===== config.mk =====
export PLATFORM = sky130hd
export DESIGN_NAME = interrupt_scheduler
export DESIGN_NICKNAME = d
export VERILOG_FILES = /design/src/rtl/interrupt_scheduler.sv
export SDC_FILE = /design/constraint.sdc
export NUM_CORES = 1
export LEC_CHECK = 0
export ABC_AREA = 1
export CAP_MARGIN = 20
export CELL_PAD_IN_SITES_DETAIL_PLACEMENT = 1
export CELL_PAD_IN_SITES_GLOBAL_PLACEMENT = 1
export CORE_MARGIN = 2
export CORE_UTILIZATION = 32
export DETAILED_ROUTE_END_ITERATION = 6
export MAX_ROUTING_LAYER = met4
export PLACE_DENSITY_LB_ADDON = 0.1
export SYNTH_ARGS = -nofsm -noshare
export SYNTH_HDL_FRONTEND = slang
export SYNTH_SLANG_ARGS = --single-unit
export TNS_END_PERCENT = 10

===== constraint.sdc =====
create_clock -name clk -period 1.6 [get_ports clk]
set_input_delay 0.16 -clock clk [delete_from_list [all_inputs] [get_ports clk]]
set_output_delay 0.16 -clock clk [all_outputs]
set_load 0.005 [all_outputs]

===== src/rtl/interrupt_scheduler.sv =====
// Machine-level interrupt sources (mtime/mtimecmp, msip, synchronised external IRQ) and a
// fixed-priority arbiter that hands one interrupt at a time to the trap handler FSM.
module interrupt_scheduler #(
    parameter int TW       = 32,
    parameter int PRESCALE = 1
) (
    input  logic          clk,
    input  logic          rst,
    input  logic          ext_irq,
    input  logic          mstatus_mie,
    input  logic          mie_meie,
    input  logic          mie_msie,
    input  logic          mie_mtie,
    input  logic          exception_raised,
    input  logic          trap_idle,
    input  logic          mret,
    input  logic          msip_set,
    input  logic          msip_clr,
    input  logic          mtime_we,
    input  logic          mtimecmp_we,
    input  logic [TW-1:0] wdata,
    output logic [TW-1:0] mtime,
    output logic [31:0]   mip,
    output logic          interruptRaised,
    output logic          machineExternalInterrupt,
    output logic          machineSoftwareInterrupt,
    output logic          machineTimerInterrupt
);

    localparam int            PW         = (PRESCALE > 1) ? $clog2(PRESCALE) : 1;
    localparam logic [PW-1:0] PRESC_LAST = PW'(PRESCALE - 1);

    typedef enum logic [1:0] {IDLE, ISSUE, WAIT_TRAP, IN_HANDLER} state_t;

    state_t        state_q, state_d;
    logic [PW-1:0] presc_q, presc_d;
    logic [TW-1:0] mtime_q, mtime_d;
    logic [TW-1:0] mtimecmp_q, mtimecmp_d;
    logic          msip_q, msip_d;
    logic          sync1_q, sync2_q;
    logic [2:0]    cause_q, cause_d;
    logic          busy_seen_q, busy_seen_d;
    logic          mret_seen_q, mret_seen_d;

    logic          meip, mtip;
    logic [2:0]    eligible;
    logic [2:0]    winner;

    always_comb begin
        presc_d    = presc_q;
        mtime_d    = mtime_q;
        mtimecmp_d = mtimecmp_q;
        msip_d     = msip_q;
        if (mtime_we) begin
            mtime_d = wdata;
            presc_d = '0;
        end else if (presc_q == PRESC_LAST) begin
            mtime_d = mtime_q + TW'(1);
            presc_d = '0;
        end else begin
            presc_d = presc_q + PW'(1);
        end
        if (mtimecmp_we) begin
            mtimecmp_d = wdata;
        end
        if (msip_clr) begin
            msip_d = 1'b0;
        end else if (msip_set) begin
            msip_d = 1'b1;
        end
    end

    always_comb begin
        meip     = sync2_q;
        mtip     = (mtime_q >= mtimecmp_q);
        mip      = 32'd0;
        mip[11]  = meip;
        mip[7]   = mtip;
        mip[3]   = msip_q;
        // Bit order {external, software, timer} doubles as the priority order.
        eligible = {meip & mie_meie, msip_q & mie_msie, mtip & mie_mtie} & {3{mstatus_mie}};
        if (eligible[2]) begin
            winner = 3'b100;
        end else if (eligible[1]) begin
            winner = 3'b010;
        end else begin
            winner = 3'b001;
        end
    end

    always_comb begin
        state_d     = state_q;
        cause_d     = cause_q;
        busy_seen_d = busy_seen_q;
        mret_seen_d = mret_seen_q;
        case (state_q)
            IDLE: begin
                if ((|eligible) && trap_idle && !exception_raised) begin
                    state_d = ISSUE;
                    cause_d = winner;
                end
            end
            ISSUE: begin
                state_d     = WAIT_TRAP;
                busy_seen_d = 1'b0;
                mret_seen_d = 1'b0;
            end
            WAIT_TRAP: begin
                // Trap entry is done once the handler FSM has left idle and come back.
                if (busy_seen_q && trap_idle) begin
                    state_d = (mret_seen_q || mret) ? IDLE : IN_HANDLER;
                end else begin
                    if (!trap_idle) busy_seen_d = 1'b1;
                    if (mret)       mret_seen_d = 1'b1;
                end
            end
            IN_HANDLER: begin
                if (mret) state_d = IDLE;
            end
            default: state_d = IDLE;
        endcase
    end

    always_ff @(posedge clk) begin
        if (rst) begin
            state_q     <= IDLE;
            presc_q     <= '0;
            mtime_q     <= '0;
            mtimecmp_q  <= '1;
            msip_q      <= 1'b0;
            sync1_q     <= 1'b0;
            sync2_q     <= 1'b0;
            cause_q     <= '0;
            busy_seen_q <= 1'b0;
            mret_seen_q <= 1'b0;
        end else begin
            state_q     <= state_d;
            presc_q     <= presc_d;
            mtime_q     <= mtime_d;
            mtimecmp_q  <= mtimecmp_d;
            msip_q      <= msip_d;
            sync1_q     <= ext_irq;
            sync2_q     <= sync1_q;
            cause_q     <= cause_d;
            busy_seen_q <= busy_seen_d;
            mret_seen_q <= mret_seen_d;
        end
    end

    assign mtime                    = mtime_q;
    assign interruptRaised          = (state_q == ISSUE);
    assign machineExternalInterrupt = interruptRaised & cause_q[2];
    assign machineSoftwareInterrupt = interruptRaised & cause_q[1];
    assign machineTimerInterrupt    = interruptRaised & cause_q[0];

endmodule


# Word level (Yosys, flattened, before mapping)
# Index checks and enable logic that the tools add are counted.
# Widths: inputs -> output; s select.
[op_classes]
add_sub_neg = 2
n_lt_le_gt_ge = 1
eq_ne = 10
muxes = 15
bitwise = 8
reduce_logical = 14
[op_table]
columns = ["cell", "n"]
rows = [
  ["$mux 32", 2],
  ["$add 32x1->32 const B", 1],
  ["$ge 32x32->1", 1],
  ["$ne 2x2->1 const B", 7],
  ["$mux 2", 5],
  ["$reduce_and 3->1", 3],
  ["$pmux 2 s4", 1],
  ["$and 1x1->1", 6],
  ["$reduce_or 3->1", 2],
  ["$eq 2x2->1 const B", 2],
  ["$mux 1", 4],
  ["$pmux 1 s2", 2],
  ["$and 3x3->3", 1],
  ["$logic_and 1x1->1", 3],
  ["$mux 3", 1],
  ["$eq 2x1->1 const B", 1],
  ["$logic_not 2->1", 1],
  ["$reduce_and 2->1", 1],
  ["$reduce_bool 2->1", 1],
  ["$reduce_or 2->1", 1],
  ["$add 1x1->1 const B", 1],
  ["$logic_not 1->1", 1],
  ["$logic_or 1x1->1", 1],
  ["$not 1->1", 1],
]
[totals]
ff_bits = 75
in_bits = 46
out_inout_bits = 68
word_cells = 60

# Longest topological paths before layout
[logic_depth]
word_depth = 8
mapped_depth = 20
depth_no_buf = 20

# Worst setup path before layout
# OpenSTA, ideal clock, no wires.
[synth_timing]
path_type = "reg-to-reg"
from = "register mtime_q[21] (netlist: mtime[21])"
to = "register cause_q[2]"
setup_time_ns = 0.117
arrival_ns = 1.661
t_required_ns = 1.483
setup_slack_ns = -0.178
path_stages_with_launch = 13
path_buffers = 0
period_less_slack_ns = 1.778
path_cell_list = "dfxtp_1 ha_1 a21oi_1 o21a_1 nand2_1 a21oi_1 nand2_1 nand2_1 nand2_1 nand3_1 inv_1 o21ai_0 nor2_1"
[synth_between]
elab_chain_cells = 7
[synth_lines]
columns = ["item", "line", "source"]
rows = [
  ["start: declaration", "37", "logic [TW-1:0] mtime_q, mtime_d;"],
  ["start signal: assignment", "139", "mtime_q <= mtime_d;"],
  ["$ge 32x32->1", "75", "mtip = (mtime_q >= mtimecmp_q);"],
  ["via mtip", "45", "logic meip, mtip;"],
  ["$and 1x1->1", "81", "eligible = {meip & mie_meie, msip_q & mie_msie, mtip & mie_mtie} & {3{mstatus_mie}};"],
  ["$and 3x3->3", "81", ""],
  ["$reduce_or 3->1", "98", "if ((|eligible) && trap_idle && !exception_raised) begin"],
  ["$logic_and 1x1->1 (2 in a row)", "98", ""],
  ["$reduce_and 2->1 (no source line)", "--", ""],
  ["end signal: assignment", "144", "cause_q <= cause_d;"],
  ["end: declaration", "41", "logic [2:0] cause_q, cause_d;"],
]
# The timed path passes the listed nets, and every way through them passes these cells.
# A chain may end at the register's enable or synchronous reset.

# Worst setup path after layout
[layout_timing]
from = "register mtimecmp_q[6]"
to = "output port mip[7]"
[layout_between]
elab_chain_cells = 1
[layout_lines]
columns = ["item", "line", "source"]
rows = [
  ["start: declaration", "38", "logic [TW-1:0] mtimecmp_q, mtimecmp_d;"],
  ["start signal: assignment", "140", "mtimecmp_q <= mtimecmp_d;"],
  ["$ge 32x32->1", "75", ""],
  ["end: declaration", "23", "output logic [31:0] mip,"],
]
# Every way passes these cells.

==> impl_metrics.tcl <==
set metrics [dict create \
    hold_end "mtime[3]" \
    fp.dieH_um 124 \
    cts_max_level 3 \
    io_pins 114 \
    r2r_start "mtimecmp_q[4]" \
    power_density_nw_per_um2 774 \
    netlist_top_cells_count "nand2_1, inv_1, dfxtp_1" \
    synth.most_common_cell "nand2_1" \
    initial_core_util 0.323 \
    cp.depth 13 \
    hpwl_mm 10.7 \
    yosys.area.top_type_share 0.324 \
    cts_buffer_depth 2 \
    wl_per_cell_um 14.7 \
    path_cells "inv_2, ha_1, nand2_2, inv_2, nand2_1, nand2_1, nor2_2, nand2_2, nand2_2, nand2_2, nand2_2, nand2_4, buf_6" \
    clk_pin_slew_ns 0.06 \
    grt_pass1_vias 4865 \
    crit_slowest_cell "dfxtp_2" \
    cp_max_fo 2 \
    r2r_cells 18 \
    drtAntennaViolNets 0 \
    status "finished, violations left" \
    fin_crit_sh 1.21 \
    utilization 0.468 \
    cts_tree "yes" \
    area.growth.synth_to_final_pct 44.8 \
    async_flop_share 0 \
    cp.required_ns 1.44 \
    worst-path-buf-inv 3 \
    clock_sinks 75 \
    die_area_um2 15500 \
    synth_top_area_cell "dfxtp_1" \
    antenna-diode-count 0 \
    yosysSeqAreaShare 0.324 \
    antenna_found_initial 0 \
    hp-class "input port to flop" \
    ys_types 33 \
    cts-root-buf "clkbuf_16" \
    cts_hold_buf 0 \
    cts_buffers 9 \
    pre_cts_slack_ns -0.546 \
    worst_slack_ns -0.335 \
    whs_path_depth 2 \
    dr.pass1.iters 4 \
    core_area_um2 14400 \
    period_minus_slack_ns 1.94 \
    crit_arrival_ns 1.78 \
    drt-total-wl_mm 14.5 \
    p_leak_nw 3.11 \
    dr_total_vias 4674 \
    nets 879 \
    skew_ns 0.00547 \
    synth_edf_count 0 \
    vias_per_cell 4.75 \
    cp-end-kind "output pin" \
    worstSkewPairLatency_ns 0.34 \
    worstHoldStart "rst" \
    crit_family "simple AND/OR/NAND/NOR gates" \
    die_w_um 124 \
    finalMaxSlewViolations 0 \
    rows 44 \
    drcViolationCount 0 \
    final-setup-viol-count 30 \
    fillers 1790 \
    portBuffers 84 \
    syn_area_um2 4640 \
    cap_viol_max_count 0 \
    rr_endpoint "state_q[0]" \
    synth_seq_cells 75 \
    place.gp.congestion 0.839 \
    hold_violations 0 \
    synth_cells 648 \
    cp_slowest_stage_delay_ns 0.32 \
    postSynthAreaPerCell_um2 7.16 \
    rsz0062_at_grt "yes" \
    synth_area_leaders "dfxtp_1, nand2_1, ha_1, inv_1, a21oi_1" \
    critical_path.startpoint_type "flop" \
    drive_gt1_frac 0.258 \
    violations "negative setup slack" \
    cp_common_cell "nand2_2" \
    fmax_mhz 517 \
    grt.overflow.total 0 \
    grt_usage 0.197 \
    grt_pass1_wl_mm 24.0 \
    synth-main-ff-cell "dfxtp_1" \
    peakVddDrop_mv 0.460 \
    grt_start_max_net_pins 65 \
    ff2ff_setup_slack_ns -0.32 \
    crit_type "flop to output pin" \
    yosysWarnings 0 \
    drt_iter0_drc 137 \
]
[sequential cells by signal, indices dropped and copies added (netlist names)]
signal	count
msip_q	1
cause_q	3
presc_q	1
mtimecmp_q	32
sync1_q	1
mret_seen_q	1
mtime	32
state_q	2
busy_seen_q	1
meip	1
[per-stage QoR]
stage               hold WS [ns]  std cells  total power (W)  area [um2]  TNS (ns)
floorplan                  0.237        677          0.00270        4760     -1.03
global placement           0.394        966          0.00316        6030     -7.30
detailed placement         0.400        966          0.00320        6030     -7.84
CTS                        0.229        983          0.00517        6510     -6.57
global route               0.254        984          0.00551        6720     -9.62
finish                     0.250        984          0.00520        6720     -5.72
[power breakdown]
part	total [W]	switching, W	internal [W]
clock network	0.00187	0.000792	0.00108
logic	0.00123	0.000629	0.000601
registers	0.00210	0.0000954	0.00201
total	0.00520	0.00152	0.00369
[area by class of cell]
type | count | area (um2) | area share
inverter | 87 | 332 | 0.0493
clock inverter | 3 | 15.0 | 0.00223
sequential | 75 | 1540 | 0.229
clock buffer | 12 | 246 | 0.0367
multi-input combinational | 461 | 2920 | 0.434
timing repair buffer | 162 | 1440 | 0.214
tap | 184 | 230 | 0.0343
[how the worst max path moves through the flow]
stage | from | slack, ns | endpoint
final | mtimecmp_q[6] | -0.34 | mip[7]
after detailed placement | mtime[0] | -0.55 | mip[7]
after floorplan | mtime[1] | -0.14 | mtime[30]
after global routing | mtimecmp_q[5] | -0.48 | cause_q[2]
after CTS | mtimecmp_q[6] | -0.40 | mip[7]
after global placement | mtime[0] | -0.58 | mip[7]
[layout by cell type (no fill, tap or decap), drive strengths merged]
cell type	Yosys	final
a21oi	63	63
a22o	1	1
a31oi	23	23
and3	1	1
buf	39	82
clkbuf	15	12
clkdlybuf4s50	0	79
clkinv	0	3
conb	1	30
dfxtp	75	75
dlymetal6s2s	0	1
ha	37	37
inv	87	87
nand2	153	153
nand3	18	18
nand4	9	9
nor2	37	37
nor3	7	7
nor3b	1	1
o211ai	1	1
o21a	3	3
o21ai	51	51
or2	1	1
or3b	1	1
xnor2	6	6
xor2	18	18
[cell families after synthesis]
kind of cell | Yosys count | share of synthesized area
AO/OA/AOI/OAI | 142 | 0.162
XOR/XNOR | 24 | 0.0453
adder cells (fa/ha/maj) | 37 | 0.0998
buffers and inverters | 141 | 0.149
flip-flops | 75 | 0.324
other | 1 | 0.000808
AND/OR/NAND/NOR | 228 | 0.220
[layer usage]
layer  wire length, um  vias up  global-route usage  part of all wire
li1                  -     2337                   -                 -
met4               258        0              0.0714             0.018
met3               387       15              0.0284             0.027
met2              7040       71               0.326              0.49
met5                 0        -                   -                 0
met1              6790     2251               0.244              0.47
[repair_timing]
action | 4_1_cts | 5_1_grt
setup endpoints to repair | 32 | 33
pin swaps | 19 | 15
endpoints found under the hold margin | 0 | 0
buffers inserted | 2 | 1
resized for setup | 48 | 60
Note: power is estimated with default switching activity, not from simulation.
